File: src/rtl/coherence_bus_arbiter.sv
// coherence_bus_arbiter: N-CPU MSI snoop arbiter funnelling I/D cache requests onto one RAM port
// Ports: CLK/RST (sync, active-high); iREN/dREN/dWEN/cctrans/ccwrite per-CPU strobes;
//   iaddr/daddr/dstore per-CPU words at [i*WORD_W +: WORD_W]; iwait/dwait/iload/dload per-CPU replies;
//   ccwait/ccinv/ccsnoopaddr snoop outputs to each cache; ram* RAM port; ram_err sticky RAM error flag.
module coherence_bus_arbiter #(
  parameter int CPUS      = 2,
  parameter int WORD_W    = 32,
  parameter int SNOOP_CYC = 2
) (
  input  logic                     CLK,
  input  logic                     RST,
  input  logic [CPUS-1:0]          iREN,
  input  logic [CPUS-1:0]          dREN,
  input  logic [CPUS-1:0]          dWEN,
  input  logic [CPUS-1:0]          cctrans,
  input  logic [CPUS-1:0]          ccwrite,
  input  logic [CPUS*WORD_W-1:0]   iaddr,
  input  logic [CPUS*WORD_W-1:0]   daddr,
  input  logic [CPUS*WORD_W-1:0]   dstore,
  output logic [CPUS-1:0]          iwait,
  output logic [CPUS-1:0]          dwait,
  output logic [CPUS*WORD_W-1:0]   iload,
  output logic [CPUS*WORD_W-1:0]   dload,
  output logic [CPUS-1:0]          ccwait,
  output logic [CPUS-1:0]          ccinv,
  output logic [CPUS*WORD_W-1:0]   ccsnoopaddr,
  output logic                     ramREN,
  output logic                     ramWEN,
  output logic [WORD_W-1:0]        ramaddr,
  output logic [WORD_W-1:0]        ramstore,
  input  logic [WORD_W-1:0]        ramload,
  input  logic [1:0]               ramstate,
  output logic                     ram_err
);
  localparam int IW = $clog2(CPUS);
  localparam int CW = $clog2(SNOOP_CYC) + 1;
  typedef enum logic [2:0] {IDLE, SNOOP, XFER, RAMD, RAMI} state_t;
  state_t state_q, state_d;
  logic [CW-1:0] cnt_q, cnt_d;
  logic [IW-1:0] dptr_q, dptr_d, iptr_q, iptr_d, g_q, g_d;
  logic ccw_q, ccw_d, ram_err_q, ram_err_d;
  logic [WORD_W-1:0] ccsnoopaddr_q [CPUS];
  logic [WORD_W-1:0] ccsnoopaddr_d [CPUS];
  logic [WORD_W-1:0] iaddr_a [CPUS];
  logic [WORD_W-1:0] daddr_a [CPUS];
  logic [WORD_W-1:0] dstore_a [CPUS];
  logic [WORD_W-1:0] iload_a [CPUS];
  logic [WORD_W-1:0] dload_a [CPUS];
  logic [CPUS-1:0] dreq;
  logic [IW-1:0] dg, ig, s;
  logic has_s, acc, err;
  for (genvar i = 0; i < CPUS; i++) begin : g_pack
    assign iaddr_a[i]                      = iaddr[i*WORD_W +: WORD_W];
    assign daddr_a[i]                      = daddr[i*WORD_W +: WORD_W];
    assign dstore_a[i]                     = dstore[i*WORD_W +: WORD_W];
    assign iload[i*WORD_W +: WORD_W]       = iload_a[i];
    assign dload[i*WORD_W +: WORD_W]       = dload_a[i];
    assign ccsnoopaddr[i*WORD_W +: WORD_W] = ccsnoopaddr_q[i];
  end
  // First requester at or after ptr, wrapping; lowest offset wins.
  function automatic logic [IW-1:0] rr_pick(input logic [CPUS-1:0] req, input logic [IW-1:0] ptr);
    logic [IW-1:0] r;
    r = ptr;
    for (int k = CPUS-1; k >= 0; k--)
      if (req[(int'(ptr)+k) % CPUS]) r = IW'((int'(ptr)+k) % CPUS);
    return r;
  endfunction
  function automatic logic [IW-1:0] inc(input logic [IW-1:0] x);
    return IW'((int'(x)+1) % CPUS);
  endfunction
  assign ram_err = ram_err_q;
  always_comb begin
    dreq = dREN | dWEN | (cctrans & ccwrite);
    dg = rr_pick(dreq, dptr_q);
    ig = rr_pick(iREN, iptr_q);
    acc = ramstate == 2'd2;
    err = ramstate == 2'd3;
    has_s = 1'b0;
    s = '0;
    // Lowest-numbered other cache holding a dirty line it is writing back.
    for (int j = CPUS-1; j >= 0; j--)
      if (dWEN[j] && IW'(j) != g_q) begin
        has_s = 1'b1;
        s = IW'(j);
      end
    state_d = state_q;
    cnt_d = cnt_q;
    dptr_d = dptr_q;
    iptr_d = iptr_q;
    g_d = g_q;
    ccw_d = ccw_q;
    ccsnoopaddr_d = ccsnoopaddr_q;
    ram_err_d = ram_err_q | (err && state_q != IDLE);
    iwait = '1;
    dwait = '1;
    ccwait = '0;
    ccinv = '0;
    ramREN = 1'b0;
    ramWEN = 1'b0;
    ramaddr = '0;
    ramstore = '0;
    for (int j = 0; j < CPUS; j++) begin
      iload_a[j] = '0;
      dload_a[j] = '0;
    end
    case (state_q)
      IDLE: begin
        cnt_d = '0;
        if (|dreq) begin
          g_d = dg;
          dptr_d = inc(dg);
          ccw_d = ccwrite[dg];
          state_d = cctrans[dg] ? SNOOP : RAMD;
        end else if (|iREN) begin
          g_d = ig;
          iptr_d = inc(ig);
          state_d = RAMI;
        end
      end
      SNOOP: begin
        for (int j = 0; j < CPUS; j++)
          if (IW'(j) != g_q) begin
            ccwait[j] = 1'b1;
            ccinv[j] = ccw_q;
            ccsnoopaddr_d[j] = daddr_a[g_q];
          end
        if (!err) begin
          cnt_d = cnt_q + 1'b1;
          state_d = cnt_q == CW'(SNOOP_CYC-1) ? XFER : SNOOP;
        end
      end
      XFER: begin
        for (int j = 0; j < CPUS; j++)
          if (IW'(j) != g_q) begin
            ccwait[j] = 1'b1;
            ccinv[j] = ccw_q;
          end
        if (has_s) begin
          ramWEN = 1'b1;
          ramaddr = daddr_a[s];
          ramstore = dstore_a[s];
          dload_a[g_q] = dstore_a[s];
          if (acc) begin
            dwait[s] = 1'b0;
            dwait[g_q] = ~dREN[g_q];
          end
        end else if (!err)
          state_d = (dREN[g_q] | dWEN[g_q]) ? RAMD : IDLE;
      end
      RAMD: begin
        ramaddr = daddr_a[g_q];
        if (dREN[g_q]) begin
          ramREN = 1'b1;
          dload_a[g_q] = ramload;
        end else if (dWEN[g_q]) begin
          ramWEN = 1'b1;
          ramstore = dstore_a[g_q];
        end
        dwait[g_q] = ~(acc && (dREN[g_q] | dWEN[g_q]));
        if (!err && !(dREN[g_q] | dWEN[g_q])) state_d = IDLE;
      end
      RAMI: begin
        ramREN = 1'b1;
        ramaddr = iaddr_a[g_q];
        iload_a[g_q] = ramload;
        iwait[g_q] = ~acc;
        if (!err && !iREN[g_q]) state_d = IDLE;
      end
      default: state_d = IDLE;
    endcase
  end
  always_ff @(posedge CLK) begin
    if (RST) begin
      state_q <= IDLE;
      cnt_q <= '0;
      dptr_q <= '0;
      iptr_q <= '0;
      g_q <= '0;
      ccw_q <= 1'b0;
      ram_err_q <= 1'b0;
      for (int j = 0; j < CPUS; j++) ccsnoopaddr_q[j] <= '1;
    end else begin
      state_q <= state_d;
      cnt_q <= cnt_d;
      dptr_q <= dptr_d;
      iptr_q <= iptr_d;
      g_q <= g_d;
      ccw_q <= ccw_d;
      ram_err_q <= ram_err_d;
      ccsnoopaddr_q <= ccsnoopaddr_d;
    end
  end
endmodule
File: config.mk
export PLATFORM = sky130hd
export DESIGN_NAME = coherence_bus_arbiter
export DESIGN_NICKNAME = d
export VERILOG_FILES = /design/src/rtl/coherence_bus_arbiter.sv
export SDC_FILE = /design/constraint.sdc
export NUM_CORES = 1
export LEC_CHECK = 0
export CAP_MARGIN = 20
export CORE_AREA = 2 2 197 199
export CTS_CLUSTER_DIAMETER = 120
export DETAILED_ROUTE_END_ITERATION = 10
export DIE_AREA = 0 0 199 201
export SYNTH_ARGS = -nofsm -noshare
export SYNTH_HDL_FRONTEND = slang
export SYNTH_SLANG_ARGS = --single-unit
export TNS_END_PERCENT = 100
File: constraint.sdc
create_clock -name CLK -period 3.25 [get_ports CLK]
set_input_delay 0.975 -clock CLK [delete_from_list [all_inputs] [get_ports CLK]]
set_output_delay 0.975 -clock CLK [all_outputs]
set_load 0.005 [all_outputs]
==> results by group <==
Pwr
  • Switch Pwr: 2.31 mW
  • PwrDens: 445 mW/mm^2
  • Leakage power: 6.66 nW
  • Clock share of power: 16.6%
  • Sw frac: 37.8%
  • Seq pwr share: 21.7%
  • Peak VDD IR: 0.000252 V
  • Total power: 6.09 mW
  • Pint: 3.79 mW
  • Combinational power share: 61.7%

Timing
  • Worst-Margin Slew: 824 ps
  • RSZ-0062 raised after global routing: true
  • Final period util: 101%
  • Slew margin rel.: 45.1%
  • Fin. max-slew vios: 0
  • Final WS setup: -41.2 ps
  • Max Freq: 304 MHz
  • Clock skew: 17.2 ps
  • Final setup vio count: 3
  • Sum Neg Setup Slack: -73.2 ps
  • Min cycle time layout: 3290 ps
  • Final number of hold-violating endpoints: 0

Clocking
  • Root Driver: clkbuf_16
  • CTS buffer count: 9
  • Clock latency on the worst-skew pair: 350 ps
  • TritonCTS clock tree: built
  • TritonCTS sink count: 74
  • Clock tree buffer depth: 2
  • H-tree levels: 3
  • Clock slew at reported path FFs: 50 ps

Finish
  • Multi-input combinational cell area: 0.00434 mm^2
  • Final #Nets: 1,594
  • Commonest non-fill, non-tap cells in the layout: 322 x clkdlybuf4s50_1, 122 x buf_4, 115 x nand2_1
  • Register Area: 0.00149 mm^2
  • Share of layout cells above drive strength 1: 23.8%
  • Util after Layout: 36.0%
  • Synth-to-layout area growth: 125%
  • Layout Cells excl Fill: 1,879
  • Most common cell after layout, fill and taps aside: clkdlybuf4s50_1
  • Layout fillers: 3,945

Die
  • Die W: 199 um
  • Initial Utilization: 16.0%
  • Full die area: 0.0400 mm^2
  • Die height: 201 um
  • Core Footprint: 0.0381 mm^2
  • IO Pins: 505
  • Row cnt: 72

Synth
  • Seq/Total Area, Yosys: 24.3%
  • Top FF cell, synth: dfxtp_1
  • Number of synthesized flops with an enable pin: 0
  • Synth cell types: 53
  • Asr flop ratio synth: 0%
  • Ys Warns: 0
  • Synth Net Count: 978
  • Syn_area_per_cell: 8.24 um^2
  • Post-Syn Area: 0.00609 mm^2
  • Share of the synthesized area in the top cell type: 24.3%
  • Synth Instances: 739
  • Top post-synthesis cells by area: dfxtp_1 24%, a22o_1 16%, nand2_1 7.2%
  • Area leader, netlist: dfxtp_1
  • Post-synthesis register bit count: 74

Setup path
  • Crit-path most repeated cell: buf_6
  • CP top delay family: compound AO/OA/AOI/OAI gates
  • Req. time, crit path: 2270 ps
  • Worst setup SP type: input pin
  • CP Launch Point: dWEN[0]
  • CP bufs+invs: 3
  • Slowest-stage cell, CP: a222oi_1
  • Worst r2r src: state_q[2]
  • Worst setup path class: in2out
  • Reg-to-reg endpoint: ccsnoopaddr[58]
  • Cells on worst reg2reg path: 7
  • Crit Path Max Fanout: 5
  • Flop-to-flop setup slack: 1250 ps
  • Max incr delay on CP: 310 ps
  • Crit-path cells: buf_6, and3_4, o21bai_4, buf_6, a222oi_1, nand2_1, buf_2
  • Critical path endpoint category: output pin
  • Crit path DAT: 2320 ps

Outcome
  • Status: finished with violations
  • Failing checks: setup timing

Detailed routing
  • Vias per Instance: 4.70
  • Drt pass-1 iters: 5
  • Initial DRC count: 625
  • DR WL/cell: 22.8 um
  • Post-DRT Antenna Nets: 0
  • WL final: 42,800 um
  • Routed vias: 8,824
  • Residual DRC count: 0

Min path
  • Hold Path Origin: ccsnoopaddr[9]
  • WHS Path Cells: 2
  • Hold EP: ccsnoopaddr[9]
  • Worst min path class: reg2reg

GRT
  • Total GRT Usage: 19.8%
  • Vias in the first global route: 8,604
  • Initial antenna violation count: 3
  • Largest net degree at the start of global routing: 65
  • GR Overflow Total: 0
  • First-pass GRT wire length: 58,800 um

Placed design
  • I/O Buffers: 504
  • Final Wtd Congestion: 0.944
  • Placed cell count: 1,790
  • HPWL Detailed: 30,000 um

Run
  • Max-cap violations: 0
power groups by stage:
stage | Clock, mW | Sequential (mW) | Combinational (mW)
2_1_floorplan | 0 | 1.31 | 1.55
3_3_place_gp | 0 | 1.34 | 3.40
3_5_place_dp | 0 | 1.35 | 3.41
4_1_cts | 1.06 | 1.34 | 3.69
5_1_grt | 1.09 | 1.35 | 3.99
6_report | 1.01 | 1.33 | 3.76
worst register-to-register path, delay by kind of cell (launching register included):
family | cells | cell delay, ps
buffers and inverters | 2 | 680
and+or+nand+nor | 4 | 540
DFF | 1 | 380
AOI/OAI and AO/OA | 1 | 290
flip-flops by register name, summed over array words and instances (netlist names):
name and cells:
dptr_q 1, state_q 3, ram_err 1, iptr_q 1, ccw_q 1, cnt_q 2
ccsnoopaddr 64, g_q 1
worst max-delay path by stage:
stage	endpoint	slack [ps]	cells after the start
2_1_floorplan	ramaddr[29]	210	7
3_3_place_gp	ramstore[16]	-820	7
3_5_place_dp	ramstore[16]	-820	7
4_1_cts	ramaddr[12]	-30	7
5_1_grt	ramaddr[12]	-90	7
6_report	ramaddr[20]	-40	7
repair_timing:
item	4_1_cts	5_1_grt
gates cloned	12	4
endpoints found under the setup margin	198	135
hold buffers	0	0
setup buffers	45	14
pin swaps	38	18
resized for setup	384	102
per-layer routing:
layer / vias to the layer above / part of all wire, % / track usage, %
met5: - / 0.030 / 0
met4: 2 / 1.9 / 4.80
met3: 43 / 8.7 / 5.06
met2: 443 / 46 / 32.4
met1: 4311 / 43 / 26.0
li1: 4025 / - / -
area by class of cell:
type | count | share of cell area (%)
sequential | 74 | 10.9
inverter | 3 | 0.0822
clock buffer | 11 | 1.84
tap | 518 | 4.73
antenna | 1 | 0.0183
timing repair buffer | 689 | 50.5
multi-input combinational | 578 | 31.7
clock inverter | 5 | 0.274
synthesized netlist by cell type, drive strengths merged (2+ instances only):
| master | count |
|---|---|
| or3 | 3 |
| and2 | 38 |
| inv | 3 |
| buf | 52 |
| mux2 | 21 |
| nor2 | 13 |
| a21oi | 9 |
| o211ai | 4 |
| nand2b | 4 |
| a211o | 32 |
| nand4 | 2 |
| nor2b | 37 |
| mux2i | 42 |
| nand2 | 116 |
| o21bai | 3 |
| a211oi | 2 |
| clkbuf | 33 |
| a311oi | 2 |
| and3 | 39 |
| nor3b | 4 |
| nand3 | 3 |
| nand3b | 34 |
| a222oi | 13 |
| o311ai | 2 |
| a22o | 109 |
| o221ai | 19 |
| o22ai | 3 |
| o21ai | 8 |
| dfxtp | 74 |
| nor3 | 5 |
| a31oi | 2 |
kinds of logic (layout without fill, tap and decap cells):
| group | after synthesis | in the layout | synth area share (%) |
|---|---|---|---|
| other | 0 | 1 | 0 |
| buffers and inverters | 88 | 708 | 7.19 |
| AO/OA/AOI/OAI | 214 | 215 | 30.2 |
| flip-flops | 74 | 74 | 24.3 |
| AND/OR/NAND/NOR | 299 | 299 | 27.2 |
| multiplexers | 63 | 63 | 10.9 |
| adder cells (fa/ha/maj) | 1 | 1 | 0.205 |
through the flow:
step / worst slack (ps) / area, um^2 / hold WS (ps)
detailed placement: -818 / 12400 / 453
finish: -41.2 / 13700 / 465
CTS: -29.8 / 13400 / 468
global placement: -820 / 12400 / 448
floorplan: 211 / 6090 / 449
global route: -92.6 / 13700 / 482
Power figures use the tool's default switching activity.
